File: config.mk
export PLATFORM = sky130hd
export DESIGN_NAME = memory_access_stage
export DESIGN_NICKNAME = d
export VERILOG_FILES = /design/src/rtl/pipe_pkg.sv /design/src/rtl/mem_timeout_counter.sv /design/src/rtl/memory_access_stage.sv
export SDC_FILE = /design/constraint.sdc
export NUM_CORES = 1
export LEC_CHECK = 0
export BUFFER_PORTS_ARGS = -buffer_cell sky130_fd_sc_hd__buf_2
export CAP_MARGIN = 20
export CORE_MARGIN = 4
export CORE_UTILIZATION = 47
export CTS_BUF_LIST = sky130_fd_sc_hd__clkbuf_2
export CTS_CLUSTER_SIZE = 12
export DETAILED_ROUTE_END_ITERATION = 8
export GPL_TIMING_DRIVEN = 0
export PLACE_DENSITY = 0.82
export SLEW_MARGIN = 20
export SYNTH_ARGS = -nofsm -noshare
export SYNTH_HDL_FRONTEND = slang
export SYNTH_SLANG_ARGS = --single-unit
export TNS_END_PERCENT = 10
File: constraint.sdc
create_clock -name clk -period 1.81 [get_ports clk]
set_clock_uncertainty 0.05 [all_clocks]
set_input_delay 0.0905 -clock clk [delete_from_list [all_inputs] [get_ports clk]]
set_output_delay 0.0905 -clock clk [all_outputs]
set_load 0.01 [all_outputs]
File: src/rtl/pipe_pkg.sv
// Shared pipeline definitions: opcode encodings, stage-4 FSM states and the
// stage-latch payload carried from stage 3 into stage 4.
package pipe_pkg;

    localparam int unsigned DATA_W  = 32;
    localparam int unsigned OPC_MSB = 31;
    localparam int unsigned OPC_LSB = 26;
    localparam int unsigned OPC_W   = OPC_MSB - OPC_LSB + 1;

    localparam logic [OPC_W-1:0] OPC_LOAD  = 6'b100011;
    localparam logic [OPC_W-1:0] OPC_STORE = 6'b101011;

    typedef enum logic [1:0] {
        ST_IDLE = 2'd0,
        ST_BUSY = 2'd1,
        ST_DONE = 2'd2
    } state_t;

    typedef struct packed {
        logic [DATA_W-1:0] ir;
        logic [DATA_W-1:0] pc;
        logic [DATA_W-1:0] z;
        logic [DATA_W-1:0] md;
    } stage_regs_t;

    function automatic logic is_mem_op(input logic [OPC_W-1:0] opc);
        return (opc == OPC_LOAD) || (opc == OPC_STORE);
    endfunction

endpackage

File: src/rtl/mem_timeout_counter.sv
// Counts BUSY cycles without an ack; expire_c flags the last allowed cycle.
module mem_timeout_counter #(
    parameter int unsigned TIMEOUT = 16,
    parameter int unsigned CNT_W   = 5
) (
    input  logic clk,
    input  logic reset,
    input  logic clear,
    input  logic enable,
    output logic expire_c
);

    logic [CNT_W-1:0] cnt_q, cnt_d;

    always_comb begin
        cnt_d = cnt_q;
        if (clear) begin
            cnt_d = '0;
        end else if (enable) begin
            cnt_d = cnt_q + CNT_W'(1);
        end
    end

    always_ff @(posedge clk) begin
        if (reset) begin
            cnt_q <= '0;
        end else begin
            cnt_q <= cnt_d;
        end
    end

    assign expire_c = (cnt_q == CNT_W'(TIMEOUT - 1));

endmodule

File: src/rtl/memory_access_stage.sv
// Pipeline stage 4: performs loads/stores over a req/ack data-memory port and
// registers the stage-4 latches for writeback, stalling stage 3 while busy.
module memory_access_stage
    import pipe_pkg::*;
#(
    parameter int unsigned TIMEOUT = 16,
    parameter int unsigned CNT_W   = 5
) (
    input  logic              clk,
    input  logic              reset,
    input  logic [DATA_W-1:0] ir3_output,
    input  logic [DATA_W-1:0] pc3_output,
    input  logic [DATA_W-1:0] z3_output,
    input  logic [DATA_W-1:0] md3_output,
    input  logic              valid3,
    output logic              stall,
    output logic [DATA_W-1:0] ir4_output,
    output logic [DATA_W-1:0] pc4_output,
    output logic [DATA_W-1:0] z4_output,
    output logic [DATA_W-1:0] md4_output,
    output logic [DATA_W-1:0] read_data,
    output logic              valid4,
    output logic              mem_req,
    output logic              mem_we,
    output logic [DATA_W-1:0] mem_addr,
    output logic [DATA_W-1:0] mem_wdata,
    input  logic [DATA_W-1:0] mem_rdata,
    input  logic              mem_ack,
    output logic              misalign_err,
    output logic              bus_err
);

    state_t            state_q, state_d;
    stage_regs_t       lat_q, lat_d;
    stage_regs_t       s4_q, s4_d;
    logic [DATA_W-1:0] rdata_q, rdata_d;
    logic              valid4_q, valid4_d;
    logic              mem_req_q, mem_req_d;
    logic              mem_we_q, mem_we_d;
    logic              misalign_q, misalign_d;
    logic              bus_err_q, bus_err_d;

    logic              cnt_clear_c;
    logic              cnt_en_c;
    logic              cnt_expire_c;
    logic [OPC_W-1:0]  opc3_c;
    stage_regs_t       in3_c;

    assign opc3_c = ir3_output[OPC_MSB:OPC_LSB];
    assign in3_c  = {ir3_output, pc3_output, z3_output, md3_output};

    mem_timeout_counter #(
        .TIMEOUT (TIMEOUT),
        .CNT_W   (CNT_W)
    ) u_timeout (
        .clk      (clk),
        .reset    (reset),
        .clear    (cnt_clear_c),
        .enable   (cnt_en_c),
        .expire_c (cnt_expire_c)
    );

    // Next-state and register updates; the status pulses default low each cycle.
    always_comb begin
        state_d     = state_q;
        lat_d       = lat_q;
        s4_d        = s4_q;
        rdata_d     = rdata_q;
        mem_req_d   = mem_req_q;
        mem_we_d    = mem_we_q;
        valid4_d    = 1'b0;
        misalign_d  = 1'b0;
        bus_err_d   = 1'b0;
        cnt_clear_c = 1'b0;
        cnt_en_c    = 1'b0;

        case (state_q)
            ST_IDLE: begin
                if (valid3) begin
                    if (!is_mem_op(opc3_c)) begin
                        s4_d     = in3_c;
                        rdata_d  = '0;
                        valid4_d = 1'b1;
                    end else if (z3_output[1:0] != 2'b00) begin
                        misalign_d = 1'b1;
                    end else begin
                        lat_d       = in3_c;
                        mem_req_d   = 1'b1;
                        mem_we_d    = (opc3_c == OPC_STORE);
                        cnt_clear_c = 1'b1;
                        state_d     = ST_BUSY;
                    end
                end
            end
            ST_BUSY: begin
                // An ack in the final allowed cycle still completes the access.
                if (mem_ack) begin
                    mem_req_d = 1'b0;
                    s4_d      = lat_q;
                    rdata_d   = mem_we_q ? '0 : mem_rdata;
                    valid4_d  = 1'b1;
                    state_d   = ST_DONE;
                end else if (cnt_expire_c) begin
                    mem_req_d = 1'b0;
                    bus_err_d = 1'b1;
                    state_d   = ST_IDLE;
                end else begin
                    cnt_en_c = 1'b1;
                end
            end
            ST_DONE: begin
                state_d = ST_IDLE;
            end
            default: begin
                state_d = ST_IDLE;
            end
        endcase
    end

    always_ff @(posedge clk) begin
        if (reset) begin
            state_q    <= ST_IDLE;
            lat_q      <= '0;
            s4_q       <= '0;
            rdata_q    <= '0;
            valid4_q   <= 1'b0;
            mem_req_q  <= 1'b0;
            mem_we_q   <= 1'b0;
            misalign_q <= 1'b0;
            bus_err_q  <= 1'b0;
        end else begin
            state_q    <= state_d;
            lat_q      <= lat_d;
            s4_q       <= s4_d;
            rdata_q    <= rdata_d;
            valid4_q   <= valid4_d;
            mem_req_q  <= mem_req_d;
            mem_we_q   <= mem_we_d;
            misalign_q <= misalign_d;
            bus_err_q  <= bus_err_d;
        end
    end

    assign stall        = (state_q != ST_IDLE);
    assign ir4_output   = s4_q.ir;
    assign pc4_output   = s4_q.pc;
    assign z4_output    = s4_q.z;
    assign md4_output   = s4_q.md;
    assign read_data    = rdata_q;
    assign valid4       = valid4_q;
    assign mem_req      = mem_req_q;
    assign mem_we       = mem_we_q;
    assign mem_addr     = lat_q.z;
    assign mem_wdata    = lat_q.md;
    assign misalign_err = misalign_q;
    assign bus_err      = bus_err_q;

endmodule
# After elaboration in Yosys (flattened, before gate mapping)
# Cells that the tools add are included.
# word_totals
reg_bits,300
in_bits,164
output_inout_bits,230
# classes
addsub,1
eq_ne,10
mux,34
bitwise,5
reduce_logical,12
# op_table
op,n
two-way mux 128 bit,3
case mux 128 bit (2 select lines),1
two-way mux 32 bit,4
case mux 32 bit (2 select lines),1
two-way mux 1 bit,17
== test 6 bit (second input constant),2
AND reduction 4 bit,3
two-way mux 2 bit,5
!= test 2 bit (second input constant),5
nonzero test 2 bit,3
adder 5 x 1 -> 5 bit (second input constant),1
== test 5 x 4 -> 1 bit (second input constant),1
NOT 1 bit,5
AND reduction 5 bit,1
case mux 1 bit (2 select lines),2
case mux 2 bit (2 select lines),1
OR reduction 4 bit,1
!= test 3 bit (second input constant),1
OR reduction 3 bit,1
== test 2 x 1 -> 1 bit (second input constant),1
logical NOT 2 bit,1
OR reduction 2 bit,1
logical OR 1 bit,1

# Depth between registers and ports, before layout
# Gate-level depths: netlist of run 1.
# logic_depth
word_depth,6
depth_mapped,8

# Cells and area by module
# Synthesis of run 1 repeated with hierarchy kept, for this count alone.
# unflattened
hier_cells,1380
area_unflattened_um2,12553.3
# modules_own_cells
module,n_inst,cells_each,area_each_um2
memory_access_stage,1,1356,12295.5
mem_timeout_counter,1,24,257.7

# Worst setup path after synthesis of run 1
# OpenSTA, ideal clock, no wires.
# synth_timing
path_type,register -> register
from,reg u_timeout.cnt_q[0]
to,reg u_timeout.cnt_q[3]
setup_time_ps,78
arrival_time_ps,1807
required_ps,1682
setup_slack_ps,-125
stages_incl_launch_ff,8
period_less_slack_ps,1935
path_cell_list,dfxtp_1 -> ha_1 -> and3_1 -> ha_1 -> nor4b_2 -> nand4_1 -> xor2_1 -> nor3_1
# synth_between
elab_chain_cells,4
elab_cells_between_ends,5
classes_between,add/sub (1); eq/ne (1); mux (3)
# synth_rtl
element,line_no,rtl
from (decl),mem_timeout_counter.sv:13,"logic [CNT_W-1:0] cnt_q, cnt_d;"
from (signal assigned),mem_timeout_counter.sv:28,cnt_q <= cnt_d;
== test 5 x 4 -> 1 bit,mem_timeout_counter.sv:32,assign expire_c = (cnt_q == CNT_W'(TIMEOUT - 1));
via cnt_expire_c,memory_access_stage.sv:45,logic cnt_expire_c;
two-way mux 1 bit,memory_access_stage.sv:103,end else if (cnt_expire_c) begin
two-way mux 1 bit,memory_access_stage.sv:97,if (mem_ack) begin
two-way mux 1 bit,memory_access_stage.sv:77,case (state_q)
# The timed path passes the listed nets, and every way through them passes these cells.
# A chain may end at the register's enable or synchronous reset.

# Worst setup path in the final report of run 1
# layout_timing
from,reg u_timeout.cnt_q[1]
to,reg u_timeout.cnt_q[2]
# Same word-level chain as after synthesis.

==> results of run 1 <==
critical path: cells and delay by family, from the launching register on:
| family | cells | cell delay (ns) |
|---|---|---|
| and+or+nand+nor | 4 | 0.64 |
| xor gates and xnor gates | 1 | 0.14 |
| buffers and inverters | 2 | 0.29 |
| adders and majority gates | 2 | 0.32 |
| DFF | 1 | 0.37 |
flip-flops by register name, summed over array words and instances (netlist names), 5 cells and up:
signal / flops
lat_q: 64
ir4_output: 32
md4_output: 32
mem_addr: 32
mem_wdata: 32
pc4_output: 32
read_data: 32
z4_output: 32
u_timeout.cnt_q: 5
cells by family after synthesis:
| family | Yosys count | share of synthesized area |
|---|---|---|
| compound gates | 286 | 0.146 |
| xor+xnor | 3 | 0.00217 |
| fa+ha+maj | 2 | 0.00207 |
| buf+inv | 180 | 0.0828 |
| flops | 300 | 0.497 |
| mux | 130 | 0.108 |
| simple gates | 473 | 0.163 |
cell usage in the layout, fill, tap and decap left out, types with 6 or more instances in the layout:
| cell | Yosys | routed |
|---|---|---|
| buf_2 | 56 | 405 |
| clkbuf_1 | 55 | 37 |
| nor2_1 | 140 | 139 |
| a211oi_2 | 1 | 50 |
| a211oi_1 | 128 | 78 |
| mux2i_1 | 130 | 126 |
| clkbuf_2 | 0 | 131 |
| a21oi_1 | 123 | 122 |
| o21ai_0 | 26 | 23 |
| dfxtp_1 | 300 | 296 |
| diode_2 | 0 | 6 |
| buf_6 | 0 | 15 |
| nand2_1 | 245 | 245 |
| clkinv_1 | 0 | 9 |
| clkbuf_4 | 0 | 8 |
| nand3_1 | 32 | 31 |
| dlygate4sd3_1 | 0 | 321 |
| nand2b_1 | 33 | 33 |
| o21ai_1 | 7 | 10 |
| buf_4 | 68 | 96 |
worst min-delay path by stage:
stage                         from              to  slack (ns)  cells after the start
finish              ir3_output[31]  ir4_output[31]        0.08                      4
global route        ir3_output[25]  ir4_output[25]        0.06                      4
CTS                 ir3_output[10]  ir4_output[10]       0.001                      4
detailed placement    mem_rdata[6]    read_data[6]        0.27                      3
global placement     mem_rdata[27]   read_data[27]        0.26                      3
floorplan                  mem_ack         bus_err        0.12                      1
metal layers:
| layer | GRT usage | vias up | part of all wire |
|---|---|---|---|
| met1 | 0.371 | 6796 | 0.34 |
| met2 | 0.614 | 1077 | 0.49 |
| li1 | - | 6285 | - |
| met5 | 0 | - | 0 |
| met4 | 0.248 | 0 | 0.073 |
| met3 | 0.0970 | 353 | 0.096 |
timing repair:
action                                  in CTS  in global routing
setup buffers                                6                  5
gates cloned                                 0                  1
hold buffers                               321                  0
pin swaps                                    4                  8
endpoints found under the setup margin     299                270
hold endpoints to repair                   296                  0
gates resized for setup                     58                132
final cells by class:
class	count	area, sq um
fillers	1524	6120
diodes	6	15.0
inverters	1	3.75
clock inverters	22	136
repair buffers	726	5300
well taps	330	413
plain buffers	178	1220
clock buffers	115	576
flip-flops and latches	300	6020
multi-input cells	894	5460
where the power goes:
part / switching (uW) / total (uW) / internal [uW]
clock: 3030 / 4890 / 1860
combinational: 1070 / 2130 / 1050
sequential: 143 / 6960 / 6810
per-stage QoR:
stage          std cells  hold WS [ns]  instance area [sq um]  power [uW]
2_1_floorplan       1374         0.117                  12100        7710
3_3_place_gp        2096         0.260                  14500        8340
3_5_place_dp        2097         0.265                  14500        8380
4_1_cts             2560       0.00106                  18600       13600
5_1_grt             2572        0.0629                  19100       14500
6_report            2572        0.0829                  19100       14000
==> impl_metrics.tcl, run 1 <==
set metrics [dict create \
    yosys.area.top_type "dfxtp_1" \
    max-vdd-ir-drop_mv 0.678 \
    fmax_mhz 529 \
    syn_avg_cell_area_sq_um 8.80 \
    dp_hpwl_um 28900 \
    crit_slowest_cell "dfxtp_4" \
    crit_fanout 4 \
    reg2reg_to "u_timeout.cnt_q[2]" \
    pre_cts_ws_ns -0.704 \
    drt_iter0_drc 1353 \
    critPathCapture "u_timeout.cnt_q[2]" \
    antenna_found_initial 6 \
    area_growth_pct 58.3 \
    netlist_top_cells_count "dfxtp_1 (300), nand2_1 (245), nor2_1 (140), mux2i_1 (130), a211oi_1 (128)" \
    critPathRequiredTime_ns 2.50 \
    numClockSinks 300 \
    power.density_mw_per_mm2 730 \
    portBuffers 392 \
    via_per_inst 5.64 \
    wl_per_cell_um 21.3 \
    period_share 1.04 \
    clock_path_buffers 3 \
    post-synth-top-count-cell "dfxtp_1" \
    setup_slack_ns -0.0804 \
    path_clk_slew_ns 0.12 \
    synthArstFlopShare 0 \
    antenna_left 0 \
    htreeDepth 3 \
    grt_usage 0.354 \
    hold_viol 0 \
    r2r_slack_ns -0.08 \
    grt_start_max_net_pins 13 \
    synth_cell_types 29 \
    rsz0062_at_grt "yes" \
    root_buffer "clkbuf_2" \
    synth_edf_count 0 \
    status "complete, but fails checks" \
    core-area_sq_mm 0.0253 \
    critPathMostFrequentCell "ha_4" \
    ios 394 \
    hold_path_class "in2reg" \
    slowest_delay_ns 0.37 \
    die_h_um 168 \
    place.gp.congestion 0.879 \
    finalSetupViolations 8 \
    synthesis.nets 1540 \
    syn-instance-count 1374 \
    start_kind "flop" \
    r2r-start "u_timeout.cnt_q[1]" \
    die_w_um 168 \
    drive_gt1_frac 0.333 \
    ys_ff_latch 300 \
    timing.setup.tns_ns -0.254 \
    ys_seq_area_frac 0.497 \
    path_cells "ha_4 -> and3_4 -> ha_4 -> nor4b_4 -> buf_4 -> buf_12 -> nand2_1 -> xor2_1 -> nor3_1" \
    grt_pass1_wl_um 80800 \
    synth.area.top_cells "dfxtp_1 (50%), mux2i_1 (11%), a211oi_1 (7.9%), nand2_1 (7.6%), a21oi_1 (5.1%)" \
    crit_type "reg2reg" \
    drv_slew 0 \
    die-area_sq_mm 0.0283 \
    nets 2345 \
    first_global_vias 15151 \
    synth_area_sq_mm 0.0121 \
    worstSkewPairLatency_ns 0.90 \
    crit_path_end_kind "flop" \
    violations "negative setup slack" \
    initial_core_util 0.479 \
    tightestPinTransition_ns 0.794 \
    cts-buffers-inserted 78 \
    num_vias 14511 \
    placementRows 58 \
    overflow 0 \
    ys.flop_type "dfxtp_1" \
    drc 0 \
    relSlewSlack 0.471 \
    cts_tree "yes" \
    max_cap_violations 0 \
    synth-warning-count 0 \
    postLayoutCoreUtil 0.758 \
    first_pass_iters 9 \
    worstPathArrival_ns 2.58 \
    wl_um 54800 \
    timing.critical_path.from "u_timeout.cnt_q[1]" \
    rr_worst_depth 9 \
    min_period_ns 1.89 \
    synth_top_area_share 0.497 \
    p_leak_uw 0.00922 \
]
Note: power is estimated with default switching activity, not from simulation.
==> run 2: changes to the inputs <==
--- a/config.mk
+++ b/config.mk
@@ -8,12 +8,11 @@
 export BUFFER_PORTS_ARGS = -buffer_cell sky130_fd_sc_hd__buf_2
 export CAP_MARGIN = 20
 export CORE_MARGIN = 4
-export CORE_UTILIZATION = 47
+export CORE_UTILIZATION = 30
 export CTS_BUF_LIST = sky130_fd_sc_hd__clkbuf_2
 export CTS_CLUSTER_SIZE = 12
 export DETAILED_ROUTE_END_ITERATION = 8
-export GPL_TIMING_DRIVEN = 0
-export PLACE_DENSITY = 0.82
+export PLACE_DENSITY = 0.58
 export SLEW_MARGIN = 20
 export SYNTH_ARGS = -nofsm -noshare
 export SYNTH_HDL_FRONTEND = slang
==> run 2 against run 1 <==
Net effect: the flow still finishes with violations (negative setup slack); register-to-register slack barely moved; sequential cell count did not move; sequential share of layout area fell by 0.21 points; critical path type is now in2reg; largest cell class unchanged; highest routed layer is now met5.
==> impl_metrics.tcl, run 2 (synthesis gave the netlist of run 1 again) <==
set metrics [dict create \
    num_vias 12596 \
    fmax_mhz 499 \
    portBuffers 393 \
    reg2reg_to "ir4_output[2]" \
    status "complete, but fails checks" \
    largest_register_ffs 64 \
    rsz0062_at_grt "yes" \
    drc 0 \
    wl_um 44300 \
    area_growth_pct 59.5 \
    initial_core_util 0.304 \
    hold_viol 0 \
    grt_usage 0.185 \
    drive_gt1_frac 0.307 \
    drv_slew 0 \
    path_clk_slew_ns 0.09 \
    dp_hpwl_um 24800 \
    htreeDepth 3 \
    place.gp.congestion 0.874 \
    placementRows 73 \
    grt_start_max_net_pins 143 \
    start_kind "input pin" \
    first_pass_iters 5 \
    drt_iter0_drc 695 \
    r2r_slack_ns -0.07 \
    nets 2236 \
    crit_type "in2reg" \
    first_global_vias 12626 \
    setup_slack_ns -0.196 \
    clock_path_buffers 3 \
    die_w_um 209 \
    antenna_found_initial 3 \
    max-vdd-ir-drop_mv 0.457 \
    wl_per_cell_um 16.6 \
    worstSkewPairLatency_ns 0.93 \
    min_period_ns 2.01 \
    grt_pass1_wl_um 66600 \
    via_per_inst 4.74 \
    mostFrequentLayoutCells "buf_2 (391), dlygate4sd3_1 (326), dfxtp_1 (291)" \
    critPathRequiredTime_ns 2.53 \
    antenna_left 0 \
    finalSetupViolations 155 \
    power.density_mw_per_mm2 729 \
    hold_path_class "in2reg" \
    crit_path_end_kind "flop" \
    period_share 1.11 \
    cts_tree "yes" \
    whs_endpoint "mem_req" \
    timing.setup.tns_ns -15.25 \
    p_leak_uw 0.00905 \
    hp-start "mem_ack" \
    max_cap_violations 0 \
    overflow 0 \
    violations "negative setup slack" \
    final_common_cell "buf_2" \
    hold_ws_ns 0.174 \
    worstHoldPathCells 5 \
    rr_worst_depth 8 \
    die_h_um 209 \
    die-area_sq_mm 0.0436 \
    tightestPinTransition_ns 0.775 \
    top_register "lat_q" \
    core-area_sq_mm 0.0398 \
    ios 394 \
    numClockSinks 300 \
    r2r-start "state_q[1]" \
    root_buffer "clkbuf_2" \
    cts-buffers-inserted 83 \
    crit_fanout 22 \
    worstPathArrival_ns 2.73 \
    relSlewSlack 0.484 \
]
## run 2: changes by cell type in the layout (fill, tap and decap cells not counted), moves of 8 or more
cell	change
buf_4	-76
clkbuf_1	-37
buf_12	+18
a211oi_2	-16
clkbuf_2	-16
a211oi_1	+15
buf_2	-14
clkinv_1	+12
o21ai_0	-11
buf_16	+10
o21ai_1	+10
clkbuf_16	+8
clkbuf_4	-8
## run 2: metrics by stage
step | cells | power (uW) | instance area, sq um | setup WS, ns | utilization
after floorplan | 1374 | 7710 | 12100 | 0.00977 | -
after global placement | 2153 | 8330 | 14300 | -0.0873 | 0.360
after detailed placement | 2153 | 8350 | 14300 | -0.120 | 0.360
after CTS | 2642 | 14100 | 18800 | -0.171 | 0.471
after global routing | 2660 | 14800 | 19300 | -0.161 | 0.484
final | 2660 | 14100 | 19300 | -0.196 | 0.484
## run 2: report_power, final
group / switching [uW] / leakage [uW] / internal (uW) / total (uW)
clock: 3000 / 0.000567 / 2020 / 5020
sequential: 120 / 0.00245 / 6810 / 6930
combinational: 954 / 0.00603 / 1150 / 2100
## run 2: cell type report
cell class | count | area [sq um]
Multi-Input combinational cell | 894 | 5380
Tap cell | 525 | 657
Fill cell | 3690 | 20500
Timing Repair Buffer | 790 | 6450
Clock inverter | 33 | 194
Inverter | 1 | 3.75
Sequential cell | 300 | 6020
Antenna cell | 2 | 5.00
Clock buffer | 115 | 576
## run 2: how the worst max path moves through the flow
stage | from | endpoint | slack [ns] | depth (start not counted)
floorplan | u_timeout.cnt_q[0] | u_timeout.cnt_q[3] | 0.01 | 7
global placement | u_timeout.cnt_q[0] | u_timeout.cnt_q[1] | -0.09 | 7
detailed placement | u_timeout.cnt_q[0] | u_timeout.cnt_q[4] | -0.12 | 6
CTS | state_q[1] | stall | -0.17 | 2
global route | state_q[1] | ir4_output[2] | -0.16 | 8
finish | ir3_output[27] | ir4_output[2] | -0.20 | 10
## run 2: critical path: stages
cell and delay, ns:
buf_2 0.09, dlygate4sd3_1 0.56, and3_1 0.24, dlygate4sd3_1 0.67
a211oi_4 0.35, buf_6 0.17, buf_12 0.16, buf_6 0.13
buf_16 0.16, a211oi_1 0.09
## run 2: timing repair
| item | in CTS | in global routing |
|---|---|---|
| hold buffers | 326 | 0 |
| gates resized for setup | 45 | 69 |
| endpoints found under the setup margin | 169 | 279 |
| pin swaps | 14 | 42 |
| gates cloned | 6 | 9 |
| setup buffers | 9 | 8 |
| hold endpoints to repair | 300 | 0 |
## run 2: routing by layer
metal / global-route usage / share of wire / vias to the layer above
met1: 0.217 / 0.41 / 5955
met4: 0.0743 / 0.032 / 4
met3: 0.0572 / 0.075 / 106
met5: 0 / 0.00059 / -
met2: 0.315 / 0.48 / 437
li1: - / - / 6094
==> run 3: changes to the inputs <==
--- a/config.mk
+++ b/config.mk
@@ -7,12 +7,14 @@
 export LEC_CHECK = 0
 export BUFFER_PORTS_ARGS = -buffer_cell sky130_fd_sc_hd__buf_2
 export CAP_MARGIN = 20
+export CELL_PAD_IN_SITES_DETAIL_PLACEMENT = 0
+export CELL_PAD_IN_SITES_GLOBAL_PLACEMENT = 1
 export CORE_MARGIN = 4
 export CORE_UTILIZATION = 30
 export CTS_BUF_LIST = sky130_fd_sc_hd__clkbuf_2
 export CTS_CLUSTER_SIZE = 12
 export DETAILED_ROUTE_END_ITERATION = 8
-export PLACE_DENSITY = 0.58
+export PLACE_DENSITY = 0.73
 export SLEW_MARGIN = 20
 export SYNTH_ARGS = -nofsm -noshare
 export SYNTH_HDL_FRONTEND = slang
==> run 3 against run 2 <==
Net effect: the flow still finishes with violations (negative setup slack); worst hold slack worse by 0.0053 ns; via count down 0.83%; wire length down 0.68%; utilization up 0.95 points; first-iteration DRC count up 13%; cell count up 0.90%; sequential power about the same; cell area up 2.0%; critical path depth up 1; combinational power about the same; power up 0.93%; critical endpoint is now read_data[23]; highest routed layer unchanged.
==> impl_metrics.tcl, run 3 (synthesis gave the netlist of run 1 again) <==
set metrics [dict create \
    status "complete, but fails checks" \
    violations "negative setup slack" \
    rsz0062_at_grt "yes" \
    antenna_left 0 \
    timing.critical_path.from "ir3_output[27]" \
    drc 0 \
    crit_fanout 17 \
    die-area_sq_mm 0.0436 \
    overflow 0 \
    via_per_inst 4.65 \
    met3_length_um 3180 \
    critPathRequiredTime_ns 2.60 \
    largest_register_ffs 64 \
    drv_slew 0 \
    wl_um 44000 \
    crit_type "in2reg" \
    initial_core_util 0.304 \
    fmax_mhz 504 \
    drt-met1-wl_um 18100 \
    portBuffers 393 \
    htreeDepth 3 \
    reg2reg_to "read_data[23]" \
    area_growth_pct 62.7 \
    mostFrequentLayoutCells "buf_2 (388), dlygate4sd3_1 (328), dfxtp_1 (281)" \
    antenna_found_initial 5 \
    max_cap_violations 0 \
    min_period_ns 1.98 \
    worstSkewPairLatency_ns 0.99 \
    finalSetupViolations 150 \
    placementRows 73 \
    tightestPinTransition_ns 0.829 \
    fillers 3699 \
    p_leak_uw 0.00922 \
    hold_viol 0 \
    worstPathArrival_ns 2.77 \
    setup_slack_ns -0.173 \
    r2r_slack_ns -0.13 \
    p_sw_frac 0.286 \
    die_w_um 209 \
    drive_gt1_frac 0.329 \
    grt_pass1_wl_um 64400 \
    top_register "lat_q" \
    place.gp.congestion 0.837 \
    first_global_vias 12301 \
    final_common_cell "buf_2" \
    cts-buffers-inserted 82 \
    critPathCapture "read_data[23]" \
    period_share 1.10 \
    drt_iter0_drc 788 \
    wl_met2_um 21400 \
    cts_tree "yes" \
    max-vdd-ir-drop_mv 0.431 \
    wl_per_cell_um 16.4 \
    grt_usage 0.179 \
    die_h_um 209 \
    root_buffer "clkbuf_2" \
    power.density_mw_per_mm2 721 \
    dp_hpwl_um 25500 \
    relSlewSlack 0.447 \
    p_int_uw 10100 \
    numClockSinks 300 \
    clkPwrFrac 0.361 \
    num_vias 12492 \
    core-area_sq_mm 0.0398 \
    path_clk_slew_ns 0.11 \
    timing.setup.tns_ns -12.23 \
    ios 394 \
    r2r-start "state_q[0]" \
    combPwrFrac 0.150 \
    crit_path_end_kind "flop" \
    pre_cts_ws_ns -0.109 \
    dpl_cell_area_sq_mm 0.0145 \
    design_area_sq_mm 0.0197 \
    start_kind "input pin" \
    power.switching_uw 4050 \
    seqPwrFrac 0.489 \
    routed.top_layer "met5" \
    first_pass_iters 5 \
    nets 2259 \
    clock_path_buffers 3 \
    grt_start_max_net_pins 139 \
    finalPower_uw 14200 \
    hold_path_class "in2reg" \
    rr_worst_depth 9 \
]
==> run 3: through the flow <==
step	util	cells	hold WS [ns]
6_report	0.494	2684	0.169
5_1_grt	0.494	2684	0.0360
4_1_cts	0.471	2651	0.00635
3_5_place_dp	0.365	2167	0.265
3_3_place_gp	0.365	2167	0.256
2_1_floorplan	-	1374	0.117
==> run 3: critical path, stage by stage <==
cell	delay (ns)
buf_2	0.10
dlygate4sd3_1	0.56
and3_1	0.24
dlygate4sd3_1	0.65
a211oi_4	0.29
buf_6	0.15
buf_12	0.12
buf_12	0.14
buf_16	0.16
nand3_1	0.11
o21ai_1	0.14
==> run 3: worst min path at each step <==
stage	start	cells past startpoint	slack, ns	to
2_1_floorplan	mem_ack	1	0.12	bus_err
3_3_place_gp	mem_rdata[12]	3	0.26	read_data[12]
3_5_place_dp	mem_rdata[19]	3	0.26	read_data[19]
4_1_cts	ir3_output[30]	6	0.006	misalign_err
5_1_grt	ir3_output[30]	6	0.04	misalign_err
6_report	ir3_output[30]	6	0.17	misalign_err
==> run 3: per-layer routing <==
layer  GRT usage  vias to the layer above
li1            -                     6111
met1       0.212                     5851
met2       0.300                      436
met3      0.0569                       90
met4      0.0754                        4
met5           0                        -
==> run 3: repair_timing <==
item,4_1_cts,5_1_grt
setup buffers,9,14
pin swaps,24,65
gates resized for setup,31,105
endpoints found under the hold margin,300,0
cloned,0,15
hold buffers,329,0
endpoints found under the setup margin,192,162
==> run 3: power by group through the flow <==
stage	sequential [uW]	clock (uW)	combinational [uW]
floorplan	7170	0	535
global placement	7090	0	1270
detailed placement	7090	0	1280
CTS	6940	5340	1840
global route	6970	5700	2290
finish	6940	5110	2130
==> run 3: area by class of cell <==
| cell class | count | area [sq um] | share of cell area |
|---|---|---|---|
| diodes | 4 | 10.0 | 0.000509 |
| clock buffers | 127 | 636 | 0.0323 |
| well taps | 525 | 657 | 0.0334 |
| clock inverters | 19 | 141 | 0.00719 |
| inverters | 1 | 3.75 | 0.000191 |
| multi-input cells | 894 | 5450 | 0.277 |
| flip-flops and latches | 300 | 6030 | 0.307 |
| repair buffers | 814 | 6730 | 0.342 |
